**src/rtl/chroni_vga_pkg.sv**
```systemverilog
// Shared VGA timing types and standard mode constants for the chroni raster generator.
package chroni_vga_pkg;

  localparam int unsigned VGA_CNT_W = 12;

  typedef struct packed {
    logic [VGA_CNT_W-1:0] h_total;
    logic [VGA_CNT_W-1:0] h_sync_end;
    logic [VGA_CNT_W-1:0] h_de_start;
    logic [VGA_CNT_W-1:0] h_de_end;
    logic [VGA_CNT_W-1:0] h_pf_start;
    logic [VGA_CNT_W-1:0] h_pf_end;
    logic [VGA_CNT_W-1:0] v_total;
    logic [VGA_CNT_W-1:0] v_sync_end;
    logic [VGA_CNT_W-1:0] v_de_start;
    logic [VGA_CNT_W-1:0] v_de_end;
    logic [VGA_CNT_W-1:0] v_pf_start;
    logic [VGA_CNT_W-1:0] v_pf_end;
    logic                 h_sync_pol;
    logic                 v_sync_pol;
  } vga_timing_t;

  // Sync pulse starts at counter 0; display window follows the back porch.
  localparam vga_timing_t TIMING_640X480 = '{
    h_total: 12'd800,  h_sync_end: 12'd96,  h_de_start: 12'd144, h_de_end: 12'd784,
    h_pf_start: 12'd144, h_pf_end: 12'd784,
    v_total: 12'd525,  v_sync_end: 12'd2,   v_de_start: 12'd35,  v_de_end: 12'd515,
    v_pf_start: 12'd35, v_pf_end: 12'd515,
    h_sync_pol: 1'b0, v_sync_pol: 1'b0
  };

  localparam vga_timing_t TIMING_800X600 = '{
    h_total: 12'd1056, h_sync_end: 12'd128, h_de_start: 12'd216, h_de_end: 12'd1016,
    h_pf_start: 12'd216, h_pf_end: 12'd1016,
    v_total: 12'd628,  v_sync_end: 12'd4,   v_de_start: 12'd27,  v_de_end: 12'd627,
    v_pf_start: 12'd27, v_pf_end: 12'd627,
    h_sync_pol: 1'b1, v_sync_pol: 1'b1
  };

  localparam vga_timing_t TIMING_1920X1080 = '{
    h_total: 12'd2200, h_sync_end: 12'd44,  h_de_start: 12'd192, h_de_end: 12'd2112,
    h_pf_start: 12'd192, h_pf_end: 12'd2112,
    v_total: 12'd1125, v_sync_end: 12'd5,   v_de_start: 12'd41,  v_de_end: 12'd1121,
    v_pf_start: 12'd41, v_pf_end: 12'd1121,
    h_sync_pol: 1'b1, v_sync_pol: 1'b1
  };

endpackage

```
**src/rtl/vga_axis_counter.sv**
```systemverilog
// One raster axis: wrapping position counter plus sync / display / playfield window decode.
module vga_axis_counter
  import chroni_vga_pkg::*;
#(
  parameter int unsigned CNT_W = VGA_CNT_W
) (
  input  logic             clk,
  input  logic             reset_n,
  input  logic             adv,
  input  logic [CNT_W-1:0] total,
  input  logic [CNT_W-1:0] sync_end,
  input  logic [CNT_W-1:0] de_start,
  input  logic [CNT_W-1:0] de_end,
  input  logic [CNT_W-1:0] pf_start,
  input  logic [CNT_W-1:0] pf_end,
  output logic [CNT_W-1:0] cnt,
  output logic             wrap,
  output logic             sync_act,
  output logic             de_win,
  output logic             pf_win
);

  logic [CNT_W-1:0] cnt_q, cnt_d;

  assign wrap = adv && (cnt_q == total - CNT_W'(1));

  always_comb begin
    cnt_d = cnt_q;
    if (adv) begin
      cnt_d = wrap ? '0 : cnt_q + CNT_W'(1);
    end
  end

  always_ff @(posedge clk) begin
    if (!reset_n) begin
      cnt_q <= '0;
    end else begin
      cnt_q <= cnt_d;
    end
  end

  assign cnt      = cnt_q;
  assign sync_act = cnt_q < sync_end;
  assign de_win   = (cnt_q >= de_start) && (cnt_q < de_end);
  assign pf_win   = (cnt_q >= pf_start) && (cnt_q < pf_end);

endmodule

```
**src/rtl/vga_timing_gen.sv**
```systemverilog
// Raster timing generator: shadowed runtime timing set applied at frame wrap, registered
// sync/enable/pulse outputs and a scaled line-buffer read index.
module vga_timing_gen
  import chroni_vga_pkg::*;
#(
  parameter int unsigned CNT_W        = VGA_CNT_W,
  parameter int unsigned IDX_W        = 11,
  parameter int unsigned LINE_LEN     = 640,
  parameter int unsigned MAX_SCALE    = 4,
  parameter int unsigned RENDER_LEAD  = 3,
  parameter vga_timing_t RESET_TIMING = TIMING_640X480,
  localparam int unsigned SCALE_W     = $clog2(MAX_SCALE + 1)
) (
  input  logic               vga_clk,
  input  logic               reset_n,
  input  logic               cfg_we,
  input  logic [CNT_W-1:0]   cfg_h_total,
  input  logic [CNT_W-1:0]   cfg_h_sync_end,
  input  logic [CNT_W-1:0]   cfg_h_de_start,
  input  logic [CNT_W-1:0]   cfg_h_de_end,
  input  logic [CNT_W-1:0]   cfg_h_pf_start,
  input  logic [CNT_W-1:0]   cfg_h_pf_end,
  input  logic [CNT_W-1:0]   cfg_v_total,
  input  logic [CNT_W-1:0]   cfg_v_sync_end,
  input  logic [CNT_W-1:0]   cfg_v_de_start,
  input  logic [CNT_W-1:0]   cfg_v_de_end,
  input  logic [CNT_W-1:0]   cfg_v_pf_start,
  input  logic [CNT_W-1:0]   cfg_v_pf_end,
  input  logic               cfg_h_sync_pol,
  input  logic               cfg_v_sync_pol,
  input  logic [SCALE_W-1:0] cfg_scale_x,
  input  logic [SCALE_W-1:0] cfg_scale_y,
  output logic               cfg_pending,
  output logic               vga_hs,
  output logic               vga_vs,
  output logic               de,
  output logic               pf,
  output logic               frame_start,
  output logic               scanline_start,
  output logic               render_start,
  output logic               mode_changed,
  output logic               line_buf_sel,
  output logic [IDX_W-1:0]   pixel_buffer_index
);

  localparam logic [CNT_W-1:0] LEAD      = CNT_W'(RENDER_LEAD);
  localparam logic [IDX_W-1:0] HALF_BASE = IDX_W'(LINE_LEN);

  function automatic logic [SCALE_W-1:0] fix_scale(input logic [SCALE_W-1:0] s);
    return ((s == '0) || (s > SCALE_W'(MAX_SCALE))) ? SCALE_W'(1) : s;
  endfunction

  vga_timing_t        act_q, shd_q, cfg_set;
  logic [SCALE_W-1:0] sx_q, sy_q, shd_sx_q, shd_sy_q;
  logic               pending_q, applied_q, apply;

  logic [CNT_W-1:0]   x, y, y_next, render_line;
  logic               h_wrap, h_sync, h_de, h_pf;
  logic               v_wrap, v_sync, v_de, v_pf;
  logic               y_next_pf, idx_step;

  logic               sel_q, sel_d;
  logic [SCALE_W-1:0] lrep_q, lrep_d, rep_q, rep_d;
  logic [IDX_W-1:0]   idx_q, idx_d, idx_base;

  logic hs_q, vs_q, de_q, pf_q, fs_q, ss_q, rs_q, mc_q;

  assign cfg_set = '{
    h_total: cfg_h_total, h_sync_end: cfg_h_sync_end, h_de_start: cfg_h_de_start,
    h_de_end: cfg_h_de_end, h_pf_start: cfg_h_pf_start, h_pf_end: cfg_h_pf_end,
    v_total: cfg_v_total, v_sync_end: cfg_v_sync_end, v_de_start: cfg_v_de_start,
    v_de_end: cfg_v_de_end, v_pf_start: cfg_v_pf_start, v_pf_end: cfg_v_pf_end,
    h_sync_pol: cfg_h_sync_pol, v_sync_pol: cfg_v_sync_pol
  };

  vga_axis_counter #(.CNT_W(CNT_W)) u_h_axis (
    .clk(vga_clk), .reset_n(reset_n), .adv(1'b1),
    .total(act_q.h_total), .sync_end(act_q.h_sync_end),
    .de_start(act_q.h_de_start), .de_end(act_q.h_de_end),
    .pf_start(act_q.h_pf_start), .pf_end(act_q.h_pf_end),
    .cnt(x), .wrap(h_wrap), .sync_act(h_sync), .de_win(h_de), .pf_win(h_pf)
  );

  vga_axis_counter #(.CNT_W(CNT_W)) u_v_axis (
    .clk(vga_clk), .reset_n(reset_n), .adv(h_wrap),
    .total(act_q.v_total), .sync_end(act_q.v_sync_end),
    .de_start(act_q.v_de_start), .de_end(act_q.v_de_end),
    .pf_start(act_q.v_pf_start), .pf_end(act_q.v_pf_end),
    .cnt(y), .wrap(v_wrap), .sync_act(v_sync), .de_win(v_de), .pf_win(v_pf)
  );

  // A write landing on the wrap cycle defers the switch by one frame.
  assign apply = v_wrap && pending_q && !cfg_we;

  always_ff @(posedge vga_clk) begin
    if (!reset_n) begin
      act_q     <= RESET_TIMING;
      shd_q     <= RESET_TIMING;
      sx_q      <= SCALE_W'(1);
      sy_q      <= SCALE_W'(1);
      shd_sx_q  <= SCALE_W'(1);
      shd_sy_q  <= SCALE_W'(1);
      pending_q <= 1'b0;
      applied_q <= 1'b0;
    end else begin
      applied_q <= apply;
      if (cfg_we) begin
        shd_q     <= cfg_set;
        shd_sx_q  <= fix_scale(cfg_scale_x);
        shd_sy_q  <= fix_scale(cfg_scale_y);
        pending_q <= 1'b1;
      end else if (apply) begin
        pending_q <= 1'b0;
      end
      if (apply) begin
        act_q <= shd_q;
        sx_q  <= shd_sx_q;
        sy_q  <= shd_sy_q;
      end
    end
  end

  assign y_next      = v_wrap ? '0 : y + CNT_W'(1);
  assign y_next_pf   = (y_next >= act_q.v_pf_start) && (y_next < act_q.v_pf_end);
  assign render_line = (act_q.v_pf_start >= LEAD) ? act_q.v_pf_start - LEAD
                                                  : act_q.v_pf_start + act_q.v_total - LEAD;

  // Line-buffer half selection, updated at the line boundary so it is valid for the new line.
  always_comb begin
    sel_d  = sel_q;
    lrep_d = lrep_q;
    if (h_wrap && y_next_pf) begin
      if (y_next == act_q.v_pf_start) begin
        sel_d  = 1'b0;
        lrep_d = '0;
      end else if (lrep_q == sy_q - SCALE_W'(1)) begin
        sel_d  = ~sel_q;
        lrep_d = '0;
      end else begin
        lrep_d = lrep_q + SCALE_W'(1);
      end
    end
  end

  // Index leads pf by one cycle: base is loaded at h_pf_start-1, stepping inside the window.
  assign idx_base = sel_d ? HALF_BASE : '0;
  assign idx_step = h_pf && v_pf && (x != act_q.h_pf_end - CNT_W'(1));

  always_comb begin
    idx_d = idx_base;
    rep_d = '0;
    if (idx_step) begin
      if (rep_q == sx_q - SCALE_W'(1)) begin
        idx_d = idx_q + IDX_W'(1);
      end else begin
        idx_d = idx_q;
        rep_d = rep_q + SCALE_W'(1);
      end
    end
  end

  always_ff @(posedge vga_clk) begin
    if (!reset_n) begin
      sel_q  <= 1'b0;
      lrep_q <= '0;
      rep_q  <= '0;
      idx_q  <= '0;
      hs_q   <= ~RESET_TIMING.h_sync_pol;
      vs_q   <= ~RESET_TIMING.v_sync_pol;
      de_q   <= 1'b0;
      pf_q   <= 1'b0;
      fs_q   <= 1'b0;
      ss_q   <= 1'b0;
      rs_q   <= 1'b0;
      mc_q   <= 1'b0;
    end else begin
      sel_q  <= sel_d;
      lrep_q <= lrep_d;
      rep_q  <= rep_d;
      idx_q  <= idx_d;
      hs_q   <= (~h_sync) ^ act_q.h_sync_pol;
      vs_q   <= (~v_sync) ^ act_q.v_sync_pol;
      de_q   <= h_de && v_de;
      pf_q   <= h_pf && v_pf;
      fs_q   <= (x == '0) && (y == '0);
      ss_q   <= (x == '0);
      rs_q   <= (x == '0) && (y == render_line);
      mc_q   <= applied_q;
    end
  end

  assign cfg_pending        = pending_q;
  assign vga_hs             = hs_q;
  assign vga_vs             = vs_q;
  assign de                 = de_q;
  assign pf                 = pf_q;
  assign frame_start        = fs_q;
  assign scanline_start     = ss_q;
  assign render_start       = rs_q;
  assign mode_changed       = mc_q;
  assign line_buf_sel       = sel_q;
  assign pixel_buffer_index = idx_q;

endmodule

```
**config.mk**
```make
export PLATFORM = sky130hd
export DESIGN_NAME = vga_timing_gen
export DESIGN_NICKNAME = d
export VERILOG_FILES = /design/src/rtl/chroni_vga_pkg.sv /design/src/rtl/vga_axis_counter.sv /design/src/rtl/vga_timing_gen.sv
export SDC_FILE = /design/constraint.sdc
export NUM_CORES = 1
export LEC_CHECK = 0
export CAP_MARGIN = 20
export CORE_MARGIN = 3
export CORE_UTILIZATION = 50
export CTS_BUF_LIST = sky130_fd_sc_hd__clkbuf_8
export CTS_CLUSTER_SIZE = 14
export DETAILED_ROUTE_END_ITERATION = 10
export PLACE_DENSITY = 0.71
export SYNTH_ARGS = -nofsm -noshare
export SYNTH_HDL_FRONTEND = slang
export SYNTH_SLANG_ARGS = --single-unit
```
**constraint.sdc**
```tcl
create_clock -name vga_clk -period 7.7 [get_ports vga_clk]
set_clock_uncertainty 0.15 [all_clocks]
set_input_delay 1.155 -clock vga_clk [delete_from_list [all_inputs] [get_ports vga_clk]]
set_output_delay 1.155 -clock vga_clk [all_outputs]
set_load 0.005 [all_outputs]
```
# == Yosys cells after proc, flatten, opt, wreduce, memory -nomap -nowiden ==
# Cells that the tools add are included.
# totals
in_bits,155
out_inout_bits,21
mem_count,0
word_cells,129
latch_bits,0
ram_bits,0
romBits,0
ff_bits,356
# classes
n_bitwise,7
reduce_logical,24
eq_ne,8
n_mul,0
div,0
order_cmp,15
n_mux,14
shift,0
n_addsub,13
# op_table
op,n
< comparator 12 bit,7
greater-or-equal comparator 12 bit,5
== test 12 bit,4
subtractor 12 x 1 -> 12 bit (second input constant),3
adder 12 x 1 -> 12 bit (second input constant),2
zero test 12 bit,2
two-way mux 12 bit,2
subtractor 12 x 2 -> 12 bit (second input constant),2
two-way mux 11 bit,2
logical AND 1 bit,14
adder 12 bit,1
greater-or-equal comparator 12 x 2 -> 1 bit (second input constant),1
two-way mux 3 bit,4
!= test 12 bit,1
adder 11 x 1 -> 11 bit (second input constant),1
two-way mux 10 bit,1
adder 3 x 1 -> 3 bit (second input constant),2
== test 3 bit,2
> comparator 3 bit (second input constant),2
zero test 3 bit,2
subtractor 3 x 1 -> 3 bit (second input constant),2
two-way mux 1 bit,5
NOT 1 bit,5
OR reduction 3 bit,1
other kinds (6),8

# == Longest topological paths before layout ==
# depth
depth_word,10
depth_mapped,20
depth_no_buf,19

# == Modules after synthesis ==
# Synthesis repeated with hierarchy kept, for this count alone.
# hier_totals
cells_unflattened,2251
area_unflattened_um2,19446.2
# modules_own_cells
mod,n_inst,cells_per_inst,seq_area_each_um2,area_per_inst_um2
vga_timing_gen,1,1633,6646.4,14696.6
vga_axis_counter,2,309,240.2,2374.8

# == Least setup slack after synthesis ==
# No wires, ideal clock.
# synth_path
path_type,flip-flop to flip-flop
startpoint,register act_q[134] in the netlist's numbering
endpoint,register lrep_q[2]
setup_time_ns,0.070
stages_incl_launch_ff,19
slack_ns,2.917
t_required_ns,7.480
arrival_ns,4.562
path_buffers,1
synth_period_minus_slack_ns,4.783
cell_sequence,dfxtp_1 inv_1 ha_1 or4b_1 or3_1 a211o_1 a211oi_1 and2_1 clkbuf_1 nor2_1 ha_1 nand4_1 nor3_1 o31ai_1 a311oi_1 nand3_1 a21o_1 or4_1 a21oi_1
# synth_between
elab_chain_cells,7
elab_cells_between_ends,10
cone_classes,1 x add/sub; 2 x order compare; 2 x eq/ne; 2 x mux; 3 x reduce/logical
# synth_rtl
element,line_no,rtl
"start, declared",vga_timing_gen.sv:53,"vga_timing_t act_q, shd_q, cfg_set;"
"start signal, assigned",vga_timing_gen.sv:116,act_q <= shd_q;
subtractor 12 x 1 -> 12 bit *,vga_axis_counter.sv:25,assign wrap = adv && (cnt_q == total - CNT_W'(1));
== test 12 bit *,vga_axis_counter.sv:25,
logical AND 1 bit *,vga_axis_counter.sv:25,
two-way mux 12 bit *,vga_timing_gen.sv:123,assign y_next = v_wrap ? '0 : y + CNT_W'(1);
named net y_next[9],vga_timing_gen.sv:57,"logic [CNT_W-1:0] x, y, y_next, render_line;"
greater-or-equal comparator 12 bit or < comparator 12 bit (tied branches),vga_timing_gen.sv:124,assign y_next_pf = (y_next >= act_q.v_pf_start) && (y_next < act_q.v_pf_end);
logical AND 1 bit,vga_timing_gen.sv:124,
logical AND 1 bit,vga_timing_gen.sv:132,if (h_wrap && y_next_pf) begin
"end signal, assigned",vga_timing_gen.sv:178,lrep_q <= lrep_d;
"end, declared",vga_timing_gen.sv:63,"logic [SCALE_W-1:0] lrep_q, lrep_d, rep_q, rep_d;"
# The timed path passes the listed nets; every way through them passes the cells marked *.
# A chain may end at the register's enable or synchronous reset.

# == Final worst setup path ==
# layout_path
startpoint,register act_q[134] in the netlist's numbering
endpoint,register idx_q[9] (netlist: pixel_buffer_index[9])
# layout_between
elab_chain_cells,10
elab_cells_between_ends,13
cone_classes,1 x add/sub; 2 x order compare; 2 x eq/ne; 5 x mux; 3 x reduce/logical
# layout_rtl
element,line_no,rtl
subtractor 12 x 1 -> 12 bit *,vga_axis_counter.sv:25,
== test 12 bit *,vga_axis_counter.sv:25,
logical AND 1 bit *,vga_axis_counter.sv:25,
two-way mux 12 bit *,vga_timing_gen.sv:123,
named net y_next[7],vga_timing_gen.sv:57,
greater-or-equal comparator 12 bit or < comparator 12 bit (tied branches),vga_timing_gen.sv:124,
logical AND 1 bit,vga_timing_gen.sv:124,
logical AND 1 bit,vga_timing_gen.sv:132,
two-way mux 1 bit *,vga_timing_gen.sv:132,
two-way mux 10 bit *,vga_timing_gen.sv:146,assign idx_base = sel_d ? HALF_BASE : '0;
two-way mux 11 bit *,vga_timing_gen.sv:152,if (idx_step) begin
"end signal, assigned",vga_timing_gen.sv:180,idx_q <= idx_d;
"end, declared",vga_timing_gen.sv:64,"logic [IDX_W-1:0] idx_q, idx_d, idx_base;"
# Marks and branches as above.

==> results_dict.tcl <==
set metrics [dict create \
    drv_slew 0 \
    design_area_sq_mm 0.0217 \
    final_hold_viol_count 0 \
    slew_headroom 0.323 \
    vdd_ir_drop_max_mv 0.143 \
    io_buffers 175 \
    drive_gt1_frac 0.0509 \
    fin_crit_ns 5.38 \
    wl_um 49500 \
    final_util 0.602 \
    synthDistinctLibCells 60 \
    std_cell_rows 69 \
    drc 0 \
    grt_usage 0.249 \
    grt_pass1_vias 15067 \
    critical_path_class "reg -> reg" \
    dieArea_sq_mm 0.0394 \
    cellLeakagePower_nw 9.28 \
    final_common_cell "nand2_1" \
    antenna_cells 0 \
    synth_edf_count 0 \
    drt-initial-drc-count 906 \
    coreArea_sq_mm 0.0361 \
    synth_xor_area_frac 0.0491 \
    worstSetupEndpointType "register" \
    synth_top_family_by_area "simple AND/OR/NAND/NOR gates" \
    die_x_um 199 \
    final_nets 2679 \
    antenna_found_initial 0 \
    place.detailed.hpwl_um 35600 \
    crit_chain "inv_1 > ha_1 > or4b_1 > or3_1 > a211o_1 > a211oi_1 > buf_4 > and2_1 > nor2_1 > ha_1 > nand2_1 > o21ai_0 > nand2b_1 > a311oi_1 > and4_1 > a21boi_0 > o21ai_0 > a22oi_1" \
    drtPass1Iterations 7 \
    initial_core_util 0.514 \
    outcome "finished clean" \
    multi_input_area_sq_mm 0.0102 \
    vias 15494 \
    async_flop_share 0 \
    rsz0062_at_grt "false" \
    dpl-instance-area_sq_mm 0.0205 \
    cts_setup_buffers 0 \
    fin_setup_tns_ns 0 \
    grt-ovfl-total 0 \
    regArea_sq_mm 0.00713 \
    gp_congestion 0.922 \
    numCtsBuffers 58 \
    place_inst 2750 \
    fillers 3205 \
    synth_area_per_cell_sq_um 8.40 \
    slowest_stage "or4b_1" \
    synth-compound-area-share 0.122 \
    syn2layout_area_growth_pct 17.2 \
    via_per_inst 5.43 \
    hold_buffers 0 \
    power.density_mw_per_mm2 178 \
    cts-htree-levels 2 \
    synth_fa_ha_area_frac 0.118 \
    ant_nets 0 \
    cts_root_buf "clkbuf_8" \
    synth_area_sq_mm 0.0185 \
    hp-start "applied_q" \
    fin_ws_ns 2.32 \
    worstMarginPinSlew_ns 1.01 \
    layout_common_cells "nand2_1, dfxtp_1, nor2_1, inv_1, ha_1" \
    arrival_ns 5.74 \
    cp-start-kind "register" \
    r2r_end "pixel_buffer_index[9]" \
    hold_depth 1 \
    clock.fmax_mhz 186 \
    grt_pass1_wl_um 79500 \
    clockBufferDepth 3 \
    cts_tree "done" \
    clock_latency_ns 0.66 \
    r2r_cells 18 \
    synthMuxAreaShare 0.0838 \
    min_period_over_period 0.699 \
    cts_resized 0 \
    worst_hold_path.endpoint "mode_changed" \
    die_y_um 199 \
    hp-class "reg -> reg" \
    synth_simple_gate_area_frac 0.179 \
    clock-sinks 356 \
    synth.yosys.seq_area_share 0.384 \
    post_drt_wl_per_cell_um 17.3 \
    yosys_warnings 0 \
    yosys_most_used_dff "dfxtp_1" \
    syn-num-nets 2538 \
    ios 176 \
    reg2reg_from "act_q[134]" \
    reg2reg_slack_ns 2.32 \
    max_stage_delay_ns 0.50 \
    dp_slack_ns 2.33 \
    grt_max_degree 91 \
    clk_pin_slew_worst_paths_ns 0.07 \
    setup_viol 0 \
    required_ns 8.05 \
    ys_seq_elements 356 \
    netlist_instances 2208 \
    cap_violations 0 \
    instances_no_fill 2856 \
    crit_fanout 15 \
]
## area by class of cell
type	count	share of cell area
Clock buffer	70	0.0443
Sequential cell	356	0.328
Clock inverter	36	0.0113
Multi-Input combinational cell	1564	0.472
Inverter	174	0.0303
Timing Repair Buffer	195	0.0880
Tap cell	461	0.0265
## state kept, by name (all words and copies together), names as in the netlist, 3 cells and up
name,count
shd_sy_q,3
shd_q,146
lrep_q,3
pixel_buffer_index,11
sy_q,3
shd_sx_q,3
u_v_axis.cnt,12
u_h_axis.cnt,12
sx_q,3
act_q,146
rep_q,3
## critical path, delay by kind of cell, from the launching register on
| family | cells | cell delay, ns |
|---|---|---|
| and+or+nand+nor | 7 | 1.96 |
| buffers and inverters | 2 | 0.34 |
| adders and majority gates | 2 | 0.57 |
| DFF | 1 | 0.35 |
| AOI/OAI and AO/OA | 7 | 1.87 |
## cell families (layout without fill, tap and decap cells)
| logic type | count (synthesis) | count (layout) |
|---|---|---|
| and+or+nand+nor | 757 | 757 |
| muxes | 155 | 155 |
| AOI/OAI and AO/OA | 373 | 373 |
| buffers and inverters | 288 | 475 |
| adders and majority gates | 175 | 175 |
| DFF | 356 | 356 |
| xor gates and xnor gates | 104 | 104 |
## report_power, final
group | switching [mW] | total [mW] | internal [mW]
sequential | 0.0325 | 1.93 | 1.89
clock | 0.783 | 1.71 | 0.925
combinational | 0.107 | 0.244 | 0.137
## routing by layer
layer,vias to the layer above,track usage,routed length [um]
li1,7782,-,-
met1,7246,0.366,24800
met2,393,0.380,21200
met3,73,0.0368,2500
met4,0,0.0716,993
met5,-,0,0
## worst max-delay path by stage
| stage | cells after the start | slack [ns] | start | endpoint |
|---|---|---|---|---|
| after floorplan | 18 | 2.92 | act_q[134] | lrep_q[2] |
| after global placement | 18 | 2.42 | act_q[62] | lrep_q[2] |
| after detailed placement | 18 | 2.33 | act_q[134] | pixel_buffer_index[7] |
| after CTS | 18 | 2.31 | act_q[134] | pixel_buffer_index[9] |
| after global routing | 18 | 1.84 | act_q[62] | pixel_buffer_index[9] |
| final | 18 | 2.32 | act_q[134] | pixel_buffer_index[9] |
## synthesized netlist by cell type, types with 37 or more instances
library cell	count	area (sq um)
xnor2_1	58	508
clkbuf_1	72	270
xor2_1	46	403
mux2i_1	153	1530
nand2_1	359	1350
inv_1	174	653
ha_1	174	2180
a21oi_1	173	866
dfxtp_1	356	7130
o21ai_0	56	280
nor2_1	207	777
o211ai_1	37	278
## per-stage QoR
step           power (mW)  hold WS, ns
2_1_floorplan        2.08        0.262
3_3_place_gp         2.20        0.274
3_5_place_dp         2.21        0.277
4_1_cts              3.92        0.272
5_1_grt              4.03        0.298
6_report             3.88        0.274
No activity file was read; power rests on OpenSTA's default activity.
==> variant 1, RTL diff (same flow settings) <==
Reset style: asynchronous (`reset_n`), changed in 2 clocked blocks.
--- a/src/rtl/vga_axis_counter.sv
+++ b/src/rtl/vga_axis_counter.sv
@@ -31,7 +31,7 @@
     end
   end
 
-  always_ff @(posedge clk) begin
+  always_ff @(posedge clk or negedge reset_n) begin
     if (!reset_n) begin
       cnt_q <= '0;
     end else begin
--- a/src/rtl/vga_timing_gen.sv
+++ b/src/rtl/vga_timing_gen.sv
@@ -92,7 +92,7 @@
   // A write landing on the wrap cycle defers the switch by one frame.
   assign apply = v_wrap && pending_q && !cfg_we;
 
-  always_ff @(posedge vga_clk) begin
+  always_ff @(posedge vga_clk or negedge reset_n) begin
     if (!reset_n) begin
       act_q     <= RESET_TIMING;
       shd_q     <= RESET_TIMING;
Check against the original RTL: differs if reset_n is asserted again (counterexample within 4 cycles, from zero or initial values and one cycle with reset_n low); with reset_n held inactive, the same outputs for 10 cycles.
==> variant 1 against the original RTL <==
  * Synthesized area increased by 9.2%
  * Core utilization shrank 0.64 points
  * Sequential cell count stayed put
  * Worst setup slack improved by 3.0 ps
  * Routed wire length decreased by 5.0%
  * Clock power grew 8%
  * Design area rose by 9.2%
  * Final cell count down 13%
  * Power up 5.2%
  * Critical path depth grew 1
  * Critical path type unchanged
  * Critical endpoint is now lrep_q[2]$_SDFFE_PN0P_
  * Largest cell class unchanged
  * Largest power group unchanged
  * Highest routed layer unchanged
==> variant 1: results (changes against the original RTL) <==
| Metric | Value |
|---|---|
| Status | `finished clean` |
| DRT Wirelength | `47000 um (-5.0%)` |
| Register area share after synthesis | `0.438 (+0.0534)` |
| NonClk Buf Share | `0.0786 (-0.00941)` |
| Sw power | `921 uW (about the same)` |
| Synth area leaders | `dfrtp_1 32%, ha_1 11%, mux2_4 11%, mux2_2 9.1%, dfstp_2 8.8%` |
| Vias in the first global route | `14200 (-5.9%)` |
| Lkg Pwr | `11.0 nW (+18%)` |
| Layout Nets | `2230 (-17%)` |
| Buffers excl. clock | `185 (-5.1%)` |
| Clock buffer cells | `75 (+7.1%)` |
| Gp weighted congestion | `0.852 (-7.6%)` |
| Sequential cell area share | `0.373 (+0.0456)` |
| Critical Path AT | `5790 ps (+50 ps)` |
| DP Area | `0.0224 sq mm (+9.2%)` |
| Combinational power share | `0.056 (-0.007)` |
| # resized after CTS | `0 (unchanged)` |
| Inverter count | `167 (-4.0%)` |
| Post-CTS Setup Bufs | `0 (unchanged)` |
| Root Driver | `clkbuf_8` |
| Critical R2R Launch | `act_q[63]$_DFFE_PN0P_` |
| Syn-to-layout area delta | `17.2% (about the same)` |
| Worst-case reg-to-reg path depth | `19 (+1)` |
| Post-DP HPWL | `33500 um (-5.9%)` |
| Later-pin clock latency in the skew report | `660 ps (about the same)` |
| Cell area after synthesis | `0.0202 sq mm (+9.2%)` |
| Most instantiated cells after synthesis | `262 x dfrtp_1, 174 x ha_1, 167 x inv_1, 163 x mux2_2, 145 x mux2_4` |
| Slew headroom | `0.339 (+0.0160)` |
| Tot GR Track Use | `0.222 (-0.0269)` |
| Placed cells | `2365 (-14%)` |
| WHS | `265 ps (-9.53 ps)` |
| Mapped Nets | `2049 (-19%)` |
| Final Cycle Share | `0.699 (about the same)` |
| Synthesized instance count | `1719 (-22%)` |
| Maximum VDD drop | `123 uV (-14%)` |
| Worst R2R End | `lrep_q[2]$_SDFFE_PN0P_` |
| Main synth FF type | `dfrtp_1` |
| Pint | `3.16 mW (+6.8%)` |
| Multi-input gate area | `0.0104 sq mm (+1.4%)` |
| Worst reg-to-reg setup slack | `2320 ps (about the same)` |
| Via count | `13500 (-13%)` |
| Wire length per cell | `19.0 um (+9.7%)` |
| Fill cells | `3315 (+3.4%)` |
| Critical Path Fanout Max | `14 (-1)` |
| Worst hold path class | `input pin to asynchronous set/reset pin` |
| Leading registers by flop count | `act_q x146, shd_q x146` |
| Pre-CTS setup slack | `2390 ps (+61.6 ps)` |
| Yosys cell types | `75 (+25%)` |
| Count of multi-input gates | `1132 (-28%)` |
| Initial antenna violation count | `0 (unchanged)` |
| Largest net degree at the start of global routing | `164 (+80%)` |
| Post-synth ARST share | `0.927 (+0.927)` |
| P_seq | `2.01 mW (+4%)` |
| Clock network area share | `0.0559 (+0.000272)` |
| Layout cell share with drive strength beyond 1 | `0.255 (+0.204)` |
| First-pass GRT wire length | `77500 um (-2.6%)` |
| DR iter-0 viols | `688 (-24%)` |
| Pre-Repair DR Iteration Count | `5 (-2)` |
variant 1: critical path, cell delays in order (launching register included):
cell,delay (ps)
dfrtp_1,470
inv_1,90
ha_1,300
nor4b_2,350
nand2_1,130
o311ai_1,340
nor2_1,110
nor4_1,540
and3_4,430
nor2_1,130
ha_1,310
nand4_1,170
nor3_1,400
nor2_1,80
o211ai_1,100
a21oi_1,70
or3_1,390
a2111oi_4,390
nor2_2,90
o32ai_2,250
variant 1: metal layers:
layer	part of all wire	up-vias	global-route usage
met5	0	-	0
met4	0.025	0	0.0698
met3	0.044	75	0.0357
met2	0.50	316	0.378
met1	0.44	6625	0.293
li1	-	6448	-
variant 1: cells by family after synthesis:
group,count (synthesis),share of synthesized area
flops,356,0.438
simple gates,320,0.0842
mux,317,0.203
buf+inv,231,0.0495
compound gates,222,0.0750
fa+ha+maj,175,0.109
xor+xnor,98,0.0424
==> variant 2, RTL diff (same settings) <==
Without the edit above. The parameter `IDX_W` goes from 11 to 12.
--- a/src/rtl/vga_timing_gen.sv
+++ b/src/rtl/vga_timing_gen.sv
@@ -4,7 +4,7 @@
   import chroni_vga_pkg::*;
 #(
   parameter int unsigned CNT_W        = VGA_CNT_W,
-  parameter int unsigned IDX_W        = 11,
+  parameter int unsigned IDX_W        = 12,
   parameter int unsigned LINE_LEN     = 640,
   parameter int unsigned MAX_SCALE    = 4,
   parameter int unsigned RENDER_LEAD  = 3,
Ports: changed (resized pixel_buffer_index); port bits go from 176 to 177. The function was not compared with the original's and may differ.
==> variant 2 against the original RTL <==
  * Design area grew 1.2%
  * Critical path depth shrank 1
  * Sequential cell count grew 1
  * Worst setup slack lost 1000 ps
  * Maximum frequency shrank 16%
  * Synthesized area grew 1.1%
  * Routed wire length grew 2.4%
  * First-iteration DRC count shrank 16%
  * Via count grew 1.6%
  * Power grew 0.33%
  * Critical path type unchanged
  * Largest power group unchanged
  * Highest routed layer unchanged
==> variant 2: results (changes against the original RTL) <==
| Metric | Value |
|---|---|
| WL met1 | `23400 um (-5.4%)` |
| Synth area leaders | `dfxtp_1 38%, ha_1 12%, mux2i_1 8.3%, nand2_1 7.1%, a21oi_1 4.8%` |
| Count of multi-input gates | `1582 (+1.2%)` |
| Fin cells | `2866 (+0.35%)` |
| Gp weighted congestion | `0.899 (-2.5%)` |
| Layout Nets | `2688 (+0.34%)` |
| Post-DP HPWL | `36200 um (+1.5%)` |
| CP max-delay cell | `nor2b_1` |
| WL met3 | `2530 um (+1.0%)` |
| Mapped Nets | `2550 (+0.47%)` |
| Status | `finished clean` |
| Fraction of area in multi-input gates | `0.478 (+0.00665)` |
| Clock Sinks | `357 (+0.28%)` |
| Crit path capture | `pixel_buffer_index[7]$_SDFFE_PN0P_` |
| PortBufs | `176 (+0.57%)` |
| TritonCTS buffer count | `60 (+3.4%)` |
| Worst path max stage delay | `840 ps (+340 ps)` |
| First-pass GRT wire length | `79800 um (+0.29%)` |
| Met2 usage | `0.413 (+0.0328)` |
| Critical Path AT | `6830 ps (+1090 ps)` |
| FP Rows | `70 (+1.4%)` |
| Power per Cell Area | `177 mW/mm^2 (-0.83%)` |
| Final Cycle Share | `0.834 (+0.135)` |
| DRT Wirelength | `50600 um (+2.4%)` |
| Yosys cell types | `71 (+18%)` |
| Inverter count | `164 (-5.7%)` |
| Register area share after synthesis | `0.381 (-0.00327)` |
| Met1 Track Usage GR | `0.339 (-0.0266)` |
| Worst-margin pin slew | `1040 ps (+37.2 ps)` |
| Lkg Pwr | `9.22 nW (-0.66%)` |
| Vias in the first global route | `15100 (+0.51%)` |
| GR Util met3 | `0.0442 (+0.00742)` |
## variant 2: kinds of logic (layout without fill, tap and decap cells)
| logic type | Yosys count | after routing | share of synthesized area |
|---|---|---|---|
| AND/OR/NAND/NOR | 751 | 751 | 0.177 |
| XOR/XNOR | 107 | 107 | 0.0514 |
| AO/OA/AOI/OAI | 390 | 390 | 0.129 |
| flip-flops | 357 | 357 | 0.381 |
| buffers and inverters | 281 | 459 | 0.0589 |
| adder cells (fa/ha/maj) | 175 | 175 | 0.117 |
| multiplexers | 159 | 159 | 0.0851 |
## variant 2: worst max-delay path, delay by kind of cell (launching register included)
kind	cells	cell delay, ps
fa+ha+maj	1	360
xor+xnor	1	260
flops	1	790
compound gates	7	1930
simple gates	8	2820
## variant 2: report_power, final
group / switching, mW / leakage (nW) / internal, mW / total [mW]
clock: 0.772 / 0.698 / 0.944 / 1.72
sequential: 0.0326 / 2.91 / 1.90 / 1.93
combinational: 0.106 / 5.61 / 0.137 / 0.243
total: 0.910 / 9.22 / 2.98 / 3.89
